==> src/rtl/denge_pkg.sv <==
// Shared state codes for the beam-balance monitor, plus the majority helper
// that turns left/right beam counts into a system decision.
package denge_pkg;

  typedef enum logic [1:0] {
    SEVIYE = 2'b00,
    SOL    = 2'b01,
    SAG    = 2'b10
  } durum_t;

  // Majority vote between left-falling and right-falling beams; a tie is level.
  function automatic durum_t karar(input int unsigned n_sol, input int unsigned n_sag);
    if (n_sag > n_sol)      return SAG;
    else if (n_sol > n_sag) return SOL;
    else                    return SEVIYE;
  endfunction

endpackage

==> src/rtl/agirlikli_cubuk.sv <==
// One beam: unsigned compare of left and right pan weights into a tilt code.
module agirlikli_cubuk
  import denge_pkg::*;
#(
  parameter int W = 2
) (
  input  logic [W-1:0] a,
  input  logic [W-1:0] b,
  output durum_t       kod
);

  always_comb begin
    if (a > b)      kod = SOL;
    else if (b > a) kod = SAG;
    else            kod = SEVIYE;
  end

endmodule

==> src/rtl/denge_izleyici.sv <==
// Beam-balance monitor: per-beam compare, majority decision (2-cycle latency)
// and a debounce FSM that only moves D after DEBOUNCE agreeing samples.
module denge_izleyici
  import denge_pkg::*;
#(
  parameter int N_CUBUK  = 3,
  parameter int W        = 2,
  parameter int DEBOUNCE = 4
) (
  input  logic                 clk,
  input  logic                 rst,
  input  logic                 valid_in,
  input  logic [N_CUBUK*W-1:0] A,
  input  logic [N_CUBUK*W-1:0] B,
  output logic [1:0]           D,
  output logic [1:0]           D_ham,
  output logic                 valid_out,
  output logic                 degisti
);

  localparam int CW = $clog2(N_CUBUK + 1);
  localparam int DW = $clog2(DEBOUNCE + 1);

  durum_t          kod_c [N_CUBUK];
  durum_t          kod_q [N_CUBUK];
  logic            v1_q;
  logic [CW-1:0]   n_sol;
  logic [CW-1:0]   n_sag;
  durum_t          ham_q;
  durum_t          state;
  durum_t          cand;
  logic [DW-1:0]   cnt;
  durum_t          cand_nx;
  logic [DW-1:0]   cnt_nx;

  for (genvar g = 0; g < N_CUBUK; g++) begin : g_cubuk
    agirlikli_cubuk #(.W(W)) u_cubuk (
      .a  (A[g*W +: W]),
      .b  (B[g*W +: W]),
      .kod(kod_c[g])
    );
  end

  // Stage 1: beam codes captured only on valid samples; valid always advances.
  // NOTE: the code array is only N_CUBUK flops, so it gets a real reset rather
  // than being treated as uninitialised storage.
  always_ff @(posedge clk or posedge rst) begin
    if (rst) begin
      v1_q <= 1'b0;
      for (int i = 0; i < N_CUBUK; i++) kod_q[i] <= SEVIYE;
    end else begin
      // NOTE: non-blocking everywhere in clocked blocks so every register sees
      // the pre-edge value of every other register.
      v1_q <= valid_in;
      if (valid_in) begin
        for (int i = 0; i < N_CUBUK; i++) kod_q[i] <= kod_c[i];
      end
    end
  end

  // NOTE: every always_comb output is assigned a default first, so no path
  // leaves it unassigned and no latch is inferred.
  always_comb begin
    n_sol = '0;
    n_sag = '0;
    for (int i = 0; i < N_CUBUK; i++) begin
      if (kod_q[i] == SOL) n_sol = n_sol + CW'(1);
      if (kod_q[i] == SAG) n_sag = n_sag + CW'(1);
    end
  end

  // Stage 2: registered raw decision; it holds its value across invalid cycles.
  always_ff @(posedge clk or posedge rst) begin
    if (rst) begin
      ham_q     <= SEVIYE;
      valid_out <= 1'b0;
    end else begin
      valid_out <= v1_q;
      if (v1_q) ham_q <= karar(32'(n_sol), 32'(n_sag));
    end
  end

  // Next candidate/count for a valid sample; the counter saturates at DEBOUNCE.
  always_comb begin
    cand_nx = cand;
    cnt_nx  = '0;
    if (ham_q != state) begin
      if (ham_q == cand) begin
        cnt_nx = (cnt == DW'(DEBOUNCE)) ? cnt : cnt + DW'(1);
      end else begin
        cand_nx = ham_q;
        cnt_nx  = DW'(1);
      end
    end
  end

  always_ff @(posedge clk or posedge rst) begin
    if (rst) begin
      state   <= SEVIYE;
      cand    <= SEVIYE;
      cnt     <= '0;
      degisti <= 1'b0;
    end else begin
      degisti <= 1'b0;
      if (valid_out) begin
        cand <= cand_nx;
        if (cnt_nx == DW'(DEBOUNCE)) begin
          state   <= cand_nx;
          cnt     <= '0;
          degisti <= 1'b1;
        end else begin
          cnt <= cnt_nx;
        end
      end
    end
  end

  assign D     = state;
  assign D_ham = ham_q;

endmodule

==> config.mk <==
export PLATFORM = sky130hd
export DESIGN_NAME = denge_izleyici
export DESIGN_NICKNAME = d
export VERILOG_FILES = /design/src/rtl/denge_pkg.sv /design/src/rtl/agirlikli_cubuk.sv /design/src/rtl/denge_izleyici.sv
export SDC_FILE = /design/constraint.sdc
export NUM_CORES = 1
export LEC_CHECK = 0
export BUFFER_PORTS_ARGS = -buffer_cell sky130_fd_sc_hd__buf_2
export CORE_ASPECT_RATIO = 1.25
export CORE_MARGIN = 10
export CORE_UTILIZATION = 33
export CTS_BUF_LIST = sky130_fd_sc_hd__clkbuf_8
export DETAILED_ROUTE_END_ITERATION = 16
export SLEW_MARGIN = 0
export SYNTH_ARGS = -nofsm -noshare
export SYNTH_HDL_FRONTEND = slang
export SYNTH_SLANG_ARGS = --single-unit
==> constraint.sdc <==
create_clock -name clk -period 3.48 [get_ports clk]
set_clock_uncertainty 0.15 [all_clocks]
set_input_delay 0.348 -clock clk [delete_from_list [all_inputs] [get_ports clk]]
set_output_delay 0.348 -clock clk [all_outputs]
set_load 0.02 [all_outputs]
# --- After elaboration in Yosys (flattened, before gate mapping) ---
# Cells that the tools add are included.
word_totals:
  register_bits: 18
  elab_cells: 56
classes:
  addsub: 5
  order_cmp: 8
  eq_ne: 10
  mux: 22
  n_reduce_logical: 1
op_table:
  columns: ["op", "n"]
  rows:
  - ["2-to-1 mux 2 bit", 13]
  - ["greater-than comparator 2 bit", 8]
  - ["2-to-1 mux 3 bit", 4]
  - ["adder 2 x 1 -> 2 bit, second input constant", 4]
  - ["equality test 2 x 1 -> 1 bit, second input constant", 3]
  - ["equality test 2 bit, second input constant", 3]
  - ["equality test 3 bit, second input constant", 2]
  - ["2-to-1 mux 1 bit", 5]
  - ["adder 3 x 1 -> 3 bit, second input constant", 1]
  - ["equality test 2 bit", 1]
  - ["!= test 2 bit", 1]
  - ["AND reduction 2 bit", 1]

# --- Longest topological paths before layout ---
# Gate-level depths: netlist of run 1.
logic_depth:
  depth_word: 9
  mapped_depth: 9
  ltp_nobuf: 9

# --- Cells and area by module ---
# A second synthesis of run 1 with hierarchy kept.
unflattened:
  cells_unflattened: 116
  area_unflattened_um2: 1238.7
by_module_without_submodules:
  columns: ["module", "instances", "cells_each", "area_per_inst_um2"]
  rows:
  - ["denge_izleyici", 1, 95, 1043.5]
  - ["agirlikli_cubuk", 3, 7, 65.1]

# --- Worst setup path before layout of run 1 ---
# Ideal clock, no wire load.
synth_timing:
  path_type: "register to register"
  startpoint: "register cnt[0]"
  endpoint: "register state[0], in the netlist D[0]"
  setup_time_ns: 0.125
  t_arrival_ns: 1.733
  required_ns: 3.205
  path_slack_ns: 1.471
  path_stages_with_launch: 6
  n_path_buf: 0
  cell_sequence: "dfrtp_1 -> inv_1 -> ha_1 -> nand2b_1 -> or4b_4 -> mux2_4"
synth_between:
  elab_chain_cells: 6
  elab_cells_between_ends: 7
  cone_classes: "1 x add/sub; 2 x eq/ne; 3 x mux; 1 x reduce/logical"
synth_rtl:
  columns: ["element", "line_no", "source"]
  rows:
  - ["start: declaration", "denge_izleyici.sv:32", "logic [DW-1:0] cnt;"]
  - ["start signal: assignment", "denge_izleyici.sv:112", "cnt <= cnt_nx;"]
  - ["adder 3 x 1 -> 3 bit or equality test 3 bit (tied branches)", "denge_izleyici.sv:89", "cnt_nx = (cnt == DW'(DEBOUNCE)) ? cnt : cnt + DW'(1);"]
  - ["2-to-1 mux 3 bit (*)", "denge_izleyici.sv:89", null]
  - ["2-to-1 mux 3 bit (*)", "denge_izleyici.sv:88", "if (ham_q == cand) begin"]
  - ["2-to-1 mux 3 bit (*)", "denge_izleyici.sv:87", "if (ham_q != state) begin"]
  - ["equality test 3 bit (*)", "denge_izleyici.sv:107", "if (cnt_nx == DW'(DEBOUNCE)) begin"]
  - ["AND reduction 2 bit (no line) (*)", null, null]
  - ["end signal: assignment", "denge_izleyici.sv:108", "state <= cand_nx;"]
  - ["end: declaration", "denge_izleyici.sv:30", "durum_t state;"]
# Mark *: on every way between the ends. The rest lies on a longest branch, timed or not.
# A chain may end at the register's enable or synchronous reset.

# --- Worst setup path in the final report of run 1 ---
layout_timing:
  startpoint: "register cnt[0]"
  endpoint: "register state[1], in the netlist D[1]"
# The elaborated chain is that of the path after synthesis.

==> results of run 1 <==
through the flow:
stage	util	setup slack (ns)	area, um^2	hold WS (ns)
floorplan	-	1.47	1130	0.137
global placement	0.392	1.45	1270	0.250
detailed placement	0.392	1.38	1270	0.259
CTS	0.409	1.37	1330	0.0596
global route	0.409	1.26	1330	0.0911
finish	0.409	1.37	1330	0.0286
power by group through the flow:
stage | Combinational, mW | Clock [mW] | Sequential (mW)
floorplan | 0.287 | 0 | 0.351
global placement | 0.390 | 0 | 0.332
detailed placement | 0.405 | 0 | 0.335
CTS | 0.407 | 0.179 | 0.331
global route | 0.454 | 0.189 | 0.341
finish | 0.402 | 0.175 | 0.329
critical path: cells and delay by family, from the launching register on:
kind / cells / cell delay (ns)
flip-flops: 1 / 0.39
adder cells (fa/ha/maj): 1 / 0.26
buffers and inverters: 1 / 0.10
AO/OA/AOI/OAI: 1 / 0.08
multiplexers: 1 / 0.31
AND/OR/NAND/NOR: 2 / 0.70
how the worst min path moves through the flow:
stage	end	slack, ns	cells past startpoint
after floorplan	D[0]	0.14	1
after global placement	valid_out	0.25	0
after detailed placement	valid_out	0.26	0
after CTS	degisti	0.06	2
after global routing	degisti	0.09	2
final	cnt[1]	0.03	2
logic make-up (layout without fill, tap and decap cells):
| group | after synthesis | in the layout |
|---|---|---|
| adders and majority gates | 14 | 14 |
| buffers and inverters | 20 | 43 |
| AOI/OAI and AO/OA | 21 | 21 |
| and+or+nand+nor | 16 | 16 |
| muxes | 12 | 12 |
| DFF | 18 | 18 |
| xor gates and xnor gates | 8 | 8 |
registers in the layout (all words and copies together), names as in the netlist:
name and cells:
kod_q 6, cnt 3, cand 2, degisti 1
D_ham 2, v1_q 1, valid_out 1, D 2
layout by cell type (no fill, tap or decap), types with 2 or more instances in the layout:
cell,count
nand2_1,3
mux2_2,10
inv_1,19
nand2b_1,5
mux2_4,2
ha_1,14
o21ai_0,2
o21ai_1,3
nor2b_1,2
o22ai_1,2
xor2_1,6
buf_2,20
xnor2_1,2
clkbuf_8,4
a21oi_1,11
dfrtp_1,18
routing by layer:
layer  vias up  routed length [um]  GRT usage  part of all wire
li1        408                   -          -                 -
met1       396                 853     0.0696              0.41
met2        19                1110      0.132              0.53
met3         6                  87     0.0303             0.041
met4         0                  48     0.0317             0.023
met5         -                   0          0                 0
final cells by class:
| type | instances | area (um^2) |
|---|---|---|
| clock buffers | 4 | 55.1 |
| fillers | 329 | 1920 |
| inverters | 19 | 71.3 |
| multi-input cells | 71 | 606 |
| flip-flops and latches | 18 | 450 |
| well taps | 37 | 46.3 |
| repair buffers | 20 | 100 |
==> flow_summary.yaml, run 1 <==
flow_run:
  cap_violations: 0
power_and_ir_drop:
  switching_share: 0.384
  total_power_mw: 0.905
  clkPwrFrac: 0.193
  internal_power_mw: 0.558
  p_leak_nw: 0.684
  powerDensity_nw_per_um2: 681
  combPwrFrac: 0.444
  peakVddDrop_uv: 429
  pwr-share-seq: 0.363
  p_switching_mw: 0.347
logic_synthesis:
  synth_cell_types: 24
  syn_avg_cell_area_um2: 10.4
  synthArstFlopShare: 1.00
  yosys.area_share.simple: 0.0907
  syn-num-nets: 138
  ys_top_cells_by_count: "inv_1 (19), dfrtp_1 (18), ha_1 (14), a21oi_1 (11), mux2_2 (10)"
  syn_area_um2: 1130
  synthXorXnorAreaFrac: 0.0619
  synth_most_common_cell: "inv_1"
  muxShareOfSynthArea: 0.126
  syn_inst: 109
  synth_edf_count: 0
  ys_ff_latch: 18
  synth_area_leaders: "dfrtp_1 (40%), ha_1 (15%), mux2_2 (10%)"
  synth-compound-area-share: 0.102
  ys_warn_count: 0
  synth_top_family_by_area: "adder cells"
  synth_area_leader_cell: "dfrtp_1"
  ys_seq_area_frac: 0.398
  yosysTopAreaCellShare: 0.398
  synth-main-ff-cell: "dfrtp_1"
  synthAdderAreaFrac: 0.155
cts:
  clockBufferDepth: 2
  ctsResizeCount: 0
  clockRootBuffer: "clkbuf_8"
  ctsHoldBuffers: 0
  clk_pin_slew_ns: 0.07
  clkSinkCount: 18
  clk_latency_ns: 0.26
  cts_buffers: 3
  htree_levels: 1
  cts_setup_buffers: 0
  cts_tree: "built"
sta:
  rsz0062_at_grt: "no"
  relSlewSlack: 0.547
  period_minus_slack_ns: 2.11
  finalHoldViolCount: 0
  slew_violations: 0
  finalSetupViolations: 0
  fin_crit_sh: 0.608
  finalSetupTns_ns: 0
  worst_pin_slew_ns: 0.679
  max_freq_mhz: 473
placement:
  io_buffers: 20
  place_inst: 165
  detailed_place_hpwl_um: 1720
  gp_congestion: 0.841
worst_setup_path:
  endpoint: "D[1]"
  required_ns: 3.48
  r2r_cells: 6
  start_kind: "flop"
  cp_slowest_cell: "or4b_4"
  path_cells: "inv_1 > ha_1 > nor3b_2 > a211oi_1 > or4b_4 > mux2_4"
  cp.arrival_ns: 2.11
  crit_type: "flop to flop"
  critPathCaptureType: "flop"
  reg2reg_to: "D[1]"
  crit_path_max_incr_delay_ns: 0.51
  critPathLaunch: "cnt[0]"
  cp_max_fo: 4
  r2r_slack_ns: 1.37
  r2r-start: "cnt[0]"
route:
  wl_per_cell_um: 12.4
  drt_pass1_iterations: 4
  viasPerCell: 4.91
  num_vias: 829
  drt_iter0_drc: 58
  drtAntennaViolNets: 0
  routed_wl_um: 2100
  drc: 0
finish:
  drive_gt1_frac: 0.295
  design.final.nets: 162
  area.growth.synth_to_final_pct: 17.5
  insertedDiodeCount: 0
  finalNonFillerCells: 169
die:
  fp.dieW_um: 72.4
  die_area_um2: 6180
  core_um2: 3250
  rows: 23
  start_util: 0.348
  die_h_um: 85.5
  io_pins: 21
min_path:
  hold_path.class: "input pin to async pin"
global_route:
  grt_pass1_wl_um: 3650
  track_usage: 0.0732
  grt_pass1_vias: 909
  grt_max_degree: 19
  antenna_found_initial: 0
  overflow: 0
outcome:
  status: "finished clean"
Note: power is estimated with default switching activity, not from simulation.
==> run 2: changes to the inputs <==
==> constraint.sdc (replaced) <==
create_clock -name clk -period 2.1 [get_ports clk]
set_clock_uncertainty 0.15 [all_clocks]
set_input_delay 0.21 -clock clk [delete_from_list [all_inputs] [get_ports clk]]
set_output_delay 0.21 -clock clk [all_outputs]
set_load 0.02 [all_outputs]
==> run 2 against run 1 <==
Against the previous run: fmax increased by 3.0%; final area is 7.3% higher; core utilization grew 3.0 points; count of clock-buffer cells in the layout stayed put; global-route usage up 0.38 points; combinational power rose by 110%; critical path type unchanged; largest cell class unchanged; highest routed layer unchanged.
==> flow_summary.yaml, run 2 (synthesis gave the netlist of run 1 again) <==
finish:
  regMostFlops: "kod_q"
  fin_area_um2: 1430
  reg.largest.list: "kod_q (6), cnt (3)"
  drive_gt1_frac: 0.391
  finalNonFillerCells: 175
  area.growth.synth_to_final_pct: 26.0
  multi_input_area_um2: 654
  insertedDiodeCount: 0
  nFillCells: 321
  design.final.nets: 168
  final_cell_mix: "buf_2 (20), dfrtp_1 (18), inv_1 (17)"
  seqCellArea_um2: 450
  largest_reg_flops: 6
  layout_commonest_cell: "buf_2"
worst_setup_path:
  cp.arrival_ns: 2.05
  cp_num_cells: 5
  start_kind: "flop"
  cp.buffers_inverters: 1
  required_ns: 2.10
  critPathCaptureType: "flop"
  cp_top_family: "simple AND/OR/NAND/NOR gates"
  cp_max_fo: 3
  crit_type: "flop to flop"
  crit_path_max_incr_delay_ns: 0.55
  path_cells: "inv_2 > ha_2 > nand2b_1 > or4b_4 > mux2_4"
  cp_slowest_cell: "or4b_4"
  r2r_cells: 5
die:
  core_um2: 3250
  die_area_um2: 6180
  fp.dieW_um: 72.4
  die_h_um: 85.5
  start_util: 0.348
  rows: 23
  io_pins: 21
cts:
  clkSinkCount: 18
  clockBufferDepth: 2
  clk_pin_slew_ns: 0.07
  clk_latency_ns: 0.26
  cts_tree: "built"
  htree_levels: 1
  clockRootBuffer: "clkbuf_8"
  cts_buffers: 3
flow_run:
  cap_violations: 0
route:
  viasPerCell: 4.97
  drt_pass1_iterations: 4
  drc: 0
  drt_iter0_drc: 47
  wl_per_cell_um: 13.5
  num_vias: 870
  routed_wl_um: 2370
  drtAntennaViolNets: 0
sta:
  relSlewSlack: 0.545
  fin_ws_ns: 0.0470
  slew_violations: 0
  finalHoldViolCount: 0
  period_minus_slack_ns: 2.05
  worst_pin_slew_ns: 0.682
  fin_crit_sh: 0.978
  finalSetupViolations: 0
  max_freq_mhz: 487
global_route:
  grt_pass1_wl_um: 3900
  grt_max_degree: 19
  overflow: 0
  track_usage: 0.0769
  grt_pass1_vias: 967
  antenna_found_initial: 0
placement:
  gp_congestion: 0.846
  place_ws_ns: -0.00188
  place_area_um2: 1290
  detailed_place_hpwl_um: 1850
  io_buffers: 20
  place_inst: 167
power_and_ir_drop:
  powerDensity_nw_per_um2: 1160
  peakVddDrop_uv: 673
  p_leak_nw: 0.721
min_path:
  holdPathStages: 1
  hold_path.class: "input pin to flop"
outcome:
  status: "finished clean"
[run 2: per-layer routing]
| layer | track usage | vias to the layer above | share of wire | wire length [um] |
|---|---|---|---|---|
| met4 | 0.0159 | 0 | 0.013 | 31 |
| met5 | 0 | - | 0 | 0 |
| met3 | 0.0338 | 6 | 0.053 | 126 |
| met1 | 0.0690 | 419 | 0.35 | 835 |
| met2 | 0.151 | 19 | 0.58 | 1370 |
| li1 | - | 426 | - | - |
[run 2: where the power goes]
group	total, mW	leakage (nW)	internal (mW)	switching, mW
registers	0.527	0.224	0.445	0.0819
logic	0.837	0.468	0.405	0.432
clock network	0.285	0.0288	0.167	0.118
total	1.65	0.721	1.02	0.632
[run 2: repair_timing]
action / in CTS / in global routing
endpoints found under the hold margin: 18 / 0
endpoints found under the setup margin: 3 / 3
hold buffers: 1 / 0
buffers inserted: 1 / 2
pin swaps: 0 / 3
gates resized for setup: 1 / 14
[run 2: worst reg2reg max path: stages, from the launching register on]
cell      delay [ns]
dfrtp_1         0.41
inv_2           0.08
ha_2            0.28
nand2b_1        0.16
or4b_4          0.55
mux2_4          0.31
[run 2: path summary, 6_finish.rpt]
kind / start / endpoint / slack (ns)
max in group asynchronous: rst / v1_q / 0.92
worst max register to register: cnt[0] / D[1] / 0.05
worst min-delay path: valid_in / v1_q / 0.01
worst max-delay path: cnt[0] / D[1] / 0.05
min in group asynchronous: rst / cand[1] / 0.44
worst min register to register: v1_q / valid_out / 0.26
[run 2: cell type report]
cell class	instances	area share
Multi-Input combinational cell	71	0.459
Clock buffer	4	0.0386
Inverter	19	0.0500
Sequential cell	18	0.316
Timing Repair Buffer	26	0.104
Tap cell	37	0.0325
[run 2: metrics by stage]
| stage | setup TNS (ns) | util | hold slack (ns) | total power [mW] |
|---|---|---|---|---|
| after CTS | 0 | 0.419 | 0.0105 | 1.57 |
| after detailed placement | -0.00188 | 0.396 | 0.206 | 1.27 |
| final | 0 | 0.438 | 0.0140 | 1.65 |
| after global routing | -0.0383 | 0.438 | 0.0183 | 1.78 |
| after global placement | 0 | 0.396 | 0.196 | 1.22 |
| after floorplan | 0 | - | -0.00143 | 1.06 |
